**src/rtl/bus_pkg.sv**
```systemverilog
// Shared bus parameters, FSM state encoding and decode constants for the
// single-master bus controller and its address decoder.
package bus_pkg;

  localparam int unsigned AW   = 16;
  localparam int unsigned DW   = 32;
  localparam int unsigned NSLV = 7;

  localparam logic [3:0] RD_SEL_NONE = 4'b0111;
  localparam logic [7:0] PAGE_MAX    = 8'h06;

  typedef enum logic [1:0] {
    IDLE,
    ACCESS,
    RESP
  } state_t;

endpackage

```
**src/rtl/bus_addr_decode.sv**
```systemverilog
// Combinational page decoder: maps an 8-bit address page to a slave hit flag,
// binary slave index (RD_SEL_NONE on miss) and one-hot chip select.
module bus_addr_decode
  import bus_pkg::*;
(
  input  logic [7:0]      page,
  output logic            hit,
  output logic [3:0]      idx,
  output logic [NSLV-1:0] onehot
);

  always_comb begin
    hit = (page <= PAGE_MAX);
    idx = hit ? page[3:0] : RD_SEL_NONE;
    onehot = '0;
    for (int unsigned i = 0; i < NSLV; i++) begin
      onehot[i] = hit && (page == 8'(i));
    end
  end

endmodule

```
**src/rtl/bus_read_ctrl.sv**
```systemverilog
// Single-master bus transaction controller: accepts one request, drives the
// slave selects and read-mux select for one cycle, then returns ack/data.
module bus_read_ctrl
  import bus_pkg::*;
(
  input  logic            clk,
  input  logic            rst,
  input  logic            m_req,
  input  logic            m_wr,
  input  logic [AW-1:0]   m_addr,
  input  logic [DW-1:0]   m_wdata,
  output logic            m_ready,
  output logic            m_ack,
  output logic            m_err,
  output logic [DW-1:0]   m_rdata,
  output logic [NSLV-1:0] s_sel,
  output logic            s_wr,
  output logic [7:0]      s_addr,
  output logic [DW-1:0]   s_wdata,
  output logic [3:0]      rd_sel,
  input  logic [DW-1:0]   rd_data_in
);

  state_t state;
  state_t state_next;

  logic            dec_hit;
  logic [3:0]      dec_idx;
  logic [NSLV-1:0] dec_onehot;

  logic wr_q;
  logic hit_q;

  bus_addr_decode u_decode (
    .page   (m_addr[15:8]),
    .hit    (dec_hit),
    .idx    (dec_idx),
    .onehot (dec_onehot)
  );

  assign m_ready = (state == IDLE) && !rst;

  always_ff @(posedge clk) begin
    if (rst) state <= IDLE;
    else     state <= state_next;
  end

  always_comb begin
    state_next = state;
    unique case (state)
      IDLE:    if (m_req) state_next = ACCESS;
      ACCESS:  state_next = RESP;
      RESP:    state_next = IDLE;
      default: state_next = IDLE;
    endcase
  end

  // Slave-side outputs are loaded on the accepting edge so they are valid for
  // the whole ACCESS cycle; rd_sel is held through RESP for a stable mux.
  always_ff @(posedge clk) begin
    if (rst) begin
      wr_q    <= 1'b0;
      hit_q   <= 1'b0;
      m_ack   <= 1'b0;
      m_err   <= 1'b0;
      m_rdata <= '0;
      s_sel   <= '0;
      s_wr    <= 1'b0;
      s_addr  <= '0;
      s_wdata <= '0;
      rd_sel  <= RD_SEL_NONE;
    end else begin
      m_ack <= 1'b0;
      m_err <= 1'b0;
      s_sel <= '0;
      s_wr  <= 1'b0;
      unique case (state)
        IDLE: begin
          if (m_req) begin
            wr_q    <= m_wr;
            hit_q   <= dec_hit;
            s_addr  <= m_addr[7:0];
            s_wdata <= m_wdata;
            s_sel   <= dec_onehot;
            s_wr    <= m_wr && dec_hit;
            rd_sel  <= dec_idx;
          end
        end
        ACCESS: begin
        end
        RESP: begin
          m_ack  <= 1'b1;
          m_err  <= !hit_q;
          rd_sel <= RD_SEL_NONE;
          if (!wr_q) m_rdata <= hit_q ? rd_data_in : '0;
        end
        default: begin
        end
      endcase
    end
  end

endmodule

```
**config.mk**
```make
export PLATFORM = sky130hd
export DESIGN_NAME = bus_read_ctrl
export DESIGN_NICKNAME = d
export VERILOG_FILES = /design/src/rtl/bus_pkg.sv /design/src/rtl/bus_addr_decode.sv /design/src/rtl/bus_read_ctrl.sv
export SDC_FILE = /design/constraint.sdc
export NUM_CORES = 1
export LEC_CHECK = 0
export CORE_MARGIN = 2
export CORE_UTILIZATION = 35
export DETAILED_ROUTE_END_ITERATION = 8
export GPL_ROUTABILITY_DRIVEN = 0
export GPL_TIMING_DRIVEN = 0
export PLACE_DENSITY = 0.78
export SYNTH_ARGS = -nofsm -noshare
export SYNTH_HDL_FRONTEND = slang
export SYNTH_SLANG_ARGS = --single-unit
```
**constraint.sdc**
```tcl
create_clock -name clk -period 1.4 [get_ports clk]
set_clock_uncertainty 0.1 [all_clocks]
set_input_delay 0.14 -clock clk [delete_from_list [all_inputs] [get_ports clk]]
set_output_delay 0.14 -clock clk [all_outputs]
set_load 0.01 [all_outputs]
```
==> flow_metrics.py, run 1 <==
metrics = {
    "synthesis": {
        "synth_area_mm2": 0.00319,
        "yosysTopAreaCell": "dfxtp_1",
        "synthFlopType": "dfxtp_1",
        "synth.area.top_cells": "dfxtp_1 (56%), nand2_1 (14%), a21oi_1 (12%)",
        "synth.most_common_cell": "nand2_1",
        "seq_area_frac_synth_pct": 56.5,
        "synthArstFlopShare_pct": 0,
        "avgSynthCellArea_um2": 8.37,
        "synth-compound-area-share_pct": 13.2,
        "synth_mux_area_share_pct": 0,
        "netlist_instances": 381,
        "syn-num-nets": 465,
        "ys_seq_elements": 90,
        "synth_xor_area_share_pct": 0,
        "synthTopCellsByCount": "nand2_1 (115), dfxtp_1 (90), a21oi_1 (75), nand3_1 (32), buf_2 (15)",
        "yosys.area_share.adder_pct": 0,
        "synth_top_area_share_pct": 56.5,
        "synth.distinct_cells": 26,
        "synth_edf_count": 0,
        "yosysWarnings": 0,
        "synth_top_family_by_area": "simple AND/OR/NAND/NOR gates",
        "yosys.area_share.simple_pct": 25.6,
    },
    "run_status": {
        "status": "complete, but fails checks",
        "violations": "negative setup slack",
    },
    "clock_network": {
        "insertion_delay_ps": 340,
        "cts-root-buf": "clkbuf_8",
        "cts_buffers": 9,
        "htreeDepth": 3,
        "clk_pin_slew_ps": 80,
        "cts_tree": "yes",
        "clkSinkCount": 90,
        "cts_max_path_buffers": 2,
    },
    "setup_path": {
        "r2r_start": "state[0]",
        "r2r-end": "rd_sel[2]",
        "rrSetupSlack_ps": -70,
        "r2r_cells": 4,
        "cp_max_fo": 6,
        "criticalPathCategory": "reg -> reg",
        "start_kind": "flip-flop",
        "required_ps": 1540,
        "crit_arrival_ps": 1610,
        "critPathCaptureType": "flip-flop",
    },
    "sta": {
        "finalHoldViolations": 0,
        "slew_headroom_pct": 55.3,
        "worstMarginPinSlew_ps": 671,
        "fmax_ghz": 0.681,
        "finalMaxSlewViolations": 0,
        "finalWorstSetupSlack_ps": -69.4,
        "min_period_over_period_pct": 105,
        "rsz0062_at_grt": "yes",
        "min_period_ps": 1470,
        "fin_hold_ws_ps": 58.3,
        "finalSetupViolCount": 65,
    },
    "die": {
        "die_area_mm2": 0.00989,
        "die_h_um": 99.5,
        "io_pins": 171,
        "core_mm2": 0.00876,
        "initial_core_util_pct": 36.4,
        "rows": 34,
        "dieWidth_um": 99.5,
    },
    "global_routing": {
        "grt_max_degree": 14,
        "track_usage_pct": 19.7,
        "grt_pass1_vias": 3299,
        "overflow": 0,
        "grt_first_pass_wirelength_um": 15700,
        "antenna_found_initial": 0,
    },
    "drt": {
        "dr_total_vias": 3341,
        "via_per_inst": 4.88,
        "dr.pass1.iters": 4,
        "drt_iter0_drc": 49,
        "routedWlPerCell_um": 14.8,
        "wirelength_um": 10100,
        "postRouteAntennaNets": 0,
        "drc": 0,
    },
    "placed_design": {
        "dp.cells": 658,
        "port-buffer-count": 169,
        "dp_hpwl_um": 6980,
    },
    "layout": {
        "utilization_pct": 63.7,
        "area_growth_pct": 75.1,
        "antenna_cells": 0,
        "stdcell_count": 684,
        "drive_gt1_share_pct": 20.8,
        "final_nets": 656,
    },
    "flow_run": {
        "maxCapViolCount": 0,
    },
    "pwr": {
        "leakagePower_nw": 2.37,
        "total_power_mw": 5.31,
        "ir_worst_vdd_v": 0.000590,
        "power-per-cell-area_mw_per_mm2": 952,
    },
    "hold_path": {
        "hold_start": "rst",
        "hp-class": "in -> reg",
        "hold_depth": 2,
        "hold_path_end": "state[0]",
    },
}
[timing repair]
action,4_1_cts,5_1_grt
gates resized for setup,163,37
buffers inserted,6,4
hold buffers,0,0
gates cloned,3,1
pin swaps,31,14
endpoints found under the hold margin,0,0
endpoints found under the setup margin,163,87
[worst max path at each step]
stage,from,cells after the start,endpoint
after floorplan,state[1],5,rd_sel[2]
after global placement,m_req,5,s_wdata[8]
after detailed placement,m_req,5,s_wdata[8]
after CTS,state[1],5,rd_sel[2]
after global routing,state[0],5,s_wdata[31]
final,state[0],4,rd_sel[2]
[registers in the layout, summed over array words and instances (netlist names)]
name and cells:
hit_q 1, m_ack 1, m_err 1, m_rdata 32, rd_sel 4, s_addr 8, s_sel 7, s_wdata 32
s_wr 1, state 2, wr_q 1
[kinds of logic after synthesis]
kind of cell,after synthesis
AOI/OAI and AO/OA,80
buffers and inverters,31
DFF,90
and+or+nand+nor,180
[through the flow]
stage / setup slack (ps) / TNS [ps] / area [µm²]
6_report: -69.4 / -2410 / 5580
5_1_grt: -113 / -5930 / 5580
4_1_cts: -115 / -3950 / 5420
3_5_place_dp: -449 / -23960 / 5050
3_3_place_gp: -429 / -23050 / 5050
2_1_floorplan: -25.4 / -63.2 / 3220
[critical path, cell delays in order (launching register included)]
cell and delay (ps):
dfxtp_4 380, or3b_4 440, buf_12 160, nor4b_4 210, o21ai_1 80
[layout by cell type (no fill, tap or decap), types with 3 or more instances in the layout]
master and count:
nand3_1 31, dfxtp_1 88, clkbuf_4 3, nand2b_1 3
clkdlybuf4s50_1 82, nor2_1 9, nand2_2 28, nand2_1 84
a21oi_2 27, buf_2 3, nand2_4 3, a21oi_1 48
clkbuf_1 10, clkbuf_2 3, clkbuf_8 12, buf_4 8
nor3_1 4, buf_6 14, dlygate4sd2_1 86
[per-layer routing]
metal	GRT usage (%)	up-vias	share of wire (%)
met1	22.7	1559	41
met3	6.82	14	8.5
met2	34.2	115	49
met5	0	-	0
met4	6.32	0	1.5
li1	-	1653	-
[area by class of cell]
| type | count | area, µm² |
|---|---|---|
| well taps | 108 | 135 |
| flip-flops and latches | 90 | 1810 |
| clock inverters | 2 | 35.0 |
| plain buffers | 28 | 221 |
| clock buffers | 13 | 169 |
| repair buffers | 183 | 1720 |
| multi-input cells | 260 | 1490 |
| fillers | 775 | 3180 |
[power by group]
part,internal (mW),leakage [nW],switching [mW]
Combinational,0.446,1.53,0.353
Sequential,2.64,0.734,0.0454
Clock,0.961,0.106,0.871
(Power assumes the default switching activity.)
==> run 2, diff against run 1 <==
--- a/config.mk
+++ b/config.mk
@@ -6,11 +6,10 @@
 export NUM_CORES = 1
 export LEC_CHECK = 0
 export CORE_MARGIN = 2
-export CORE_UTILIZATION = 35
+export CORE_UTILIZATION = 25
 export DETAILED_ROUTE_END_ITERATION = 8
 export GPL_ROUTABILITY_DRIVEN = 0
-export GPL_TIMING_DRIVEN = 0
-export PLACE_DENSITY = 0.78
+export PLACE_DENSITY = 0.6
 export SYNTH_ARGS = -nofsm -noshare
 export SYNTH_HDL_FRONTEND = slang
 export SYNTH_SLANG_ARGS = --single-unit
==> flow_metrics.py, run 2 (synthesis results as in run 1) <==
metrics = {
    "clock_network": {
        "cts-root-buf": "clkbuf_16",
        "clk_pin_slew_ps": 60,
        "clkSinkCount": 90,
        "cts_tree": "yes",
        "cts_max_path_buffers": 2,
        "cts_buffers": 9,
        "insertion_delay_ps": 330,
        "htreeDepth": 3,
    },
    "layout": {
        "mostFrequentLayoutCells": "nand2_1 (98), dfxtp_1 (88), dlygate4sd2_1 (86)",
        "final_nets": 649,
        "area_growth_pct": 87.3,
        "drive_gt1_share_pct": 22.0,
        "largestRegisters": "m_rdata (32), s_wdata (32), s_addr (8)",
        "antenna_cells": 0,
        "final_common_cell": "nand2_1",
    },
    "global_routing": {
        "overflow": 0,
        "grt_max_degree": 43,
        "antenna_found_initial": 0,
        "grt_pass1_vias": 3239,
        "grt_first_pass_wirelength_um": 15700,
        "track_usage_pct": 14.8,
    },
    "sta": {
        "finalMaxSlewViolations": 0,
        "rsz0062_at_grt": "yes",
        "finalSetupViolCount": 20,
        "fin_hold_ws_ps": 1.24,
        "finalWorstSetupSlack_ps": -45.5,
        "finalHoldViolations": 0,
        "min_period_over_period_pct": 103,
        "min_period_ps": 1450,
        "fmax_ghz": 0.692,
        "tns_ps": -354,
        "slew_headroom_pct": 62.2,
        "worstMarginPinSlew_ps": 567,
    },
    "die": {
        "dieWidth_um": 117,
        "io_pins": 171,
        "die_h_um": 117,
        "core_mm2": 0.0125,
        "rows": 41,
        "initial_core_util_pct": 25.5,
        "die_area_mm2": 0.0137,
    },
    "pwr": {
        "ir_worst_vdd_v": 0.000428,
        "clkPwrFrac_pct": 39.8,
        "p_int_mw": 4.62,
        "switching_share_pct": 23.3,
        "leakagePower_nw": 2.52,
        "power-per-cell-area_mw_per_mm2": 1010,
        "seq_power_share_pct": 44.7,
        "p_switching_mw": 1.40,
        "combPwrFrac_pct": 15.5,
    },
    "setup_path": {
        "startpoint": "state[0]",
        "crit_arrival_ps": 1610,
        "start_kind": "flip-flop",
        "criticalPathCategory": "reg -> reg",
        "critPathCaptureType": "flip-flop",
        "required_ps": 1570,
        "cp_max_fo": 6,
        "r2r_start": "state[0]",
    },
    "flow_run": {
        "maxCapViolCount": 0,
    },
    "drt": {
        "routedWlPerCell_um": 14.9,
        "drc": 0,
        "dr_total_vias": 3340,
        "wirelength_um": 11000,
        "via_per_inst": 4.51,
        "postRouteAntennaNets": 0,
        "dr.pass1.iters": 4,
        "drt_iter0_drc": 184,
    },
    "hold_path": {
        "hold_start": "rst",
        "hp-class": "in -> reg",
    },
    "run_status": {
        "violations": "negative setup slack",
        "status": "complete, but fails checks",
    },
    "placed_design": {
        "port-buffer-count": 170,
        "dp_hpwl_um": 6950,
    },
}
==> run 2: changes by cell type in the layout (fill, tap and decap cells not counted), sizes merged <==
cell    previous run  this run
clkinv             1         2
buf               27        31
clkbuf            29        16
==> run 2: per-stage QoR <==
step / power (mW) / utilization (%) / setup slack (ps) / cell area, µm² / cells
floorplan: 3.03 / - / -25.4 / 3220 / 381
global placement: 3.51 / 41.3 / -287 / 5170 / 710
detailed placement: 3.52 / 41.3 / -280 / 5170 / 710
CTS: 5.98 / 43.9 / -26.8 / 5500 / 732
global route: 6.28 / 47.7 / -97.5 / 5970 / 740
finish: 6.02 / 47.7 / -45.5 / 5970 / 740
==> run 2: critical path, cell delays in order (launching register included) <==
cell and delay, ps:
dfxtp_4 370, buf_6 130, nor3b_4 240, buf_6 200, clkbuf_16 170, nand2_1 60
a21oi_2 110
==> run 2: cell type report <==
type	count	area, µm²
fill	1245	6540
timing repair buffer	204	2080
sequential	90	1810
multi-input combinational	260	1580
clock buffer	11	253
tap	172	215
clock inverter	3	40.0
==> run 2: worst paths after layout <==
| check | to | slack, ps | cells past startpoint |
|---|---|---|---|
| setup / recovery | s_wdata[18] | -50 | 6 |
| setup reg to reg | s_wdata[18] | -50 | 6 |
| hold reg to reg | m_rdata[24] | 350 | 2 |
| hold / removal | state[0] | 1 | 2 |
==> run 2: metal layers <==
metal / wire length (µm) / track usage, % / vias up
met2: 5650 / 26.4 / 111
met1: 4440 / 16.1 / 1580
met4: 138 / 5.80 / 0
met5: 0 / 0 / -
met3: 774 / 4.84 / 13
li1: - / - / 1636
==> run 2: what timing repair did <==
item,CTS,global route
gates cloned,3,5
buffers inserted,5,3
setup endpoints to repair,156,83
hold endpoints to repair,1,0
pin swaps,11,62
gates resized for setup,104,80
==> run 2: power by group through the flow <==
stage                     combinational (mW)  sequential [mW]  clock [mW]
after floorplan                        0.252             2.78           0
after global placement                 0.764             2.75           0
after detailed placement               0.770             2.75           0
after CTS                              0.802             2.69        2.49
after global routing                    1.00             2.70        2.58
final                                  0.933             2.69        2.39
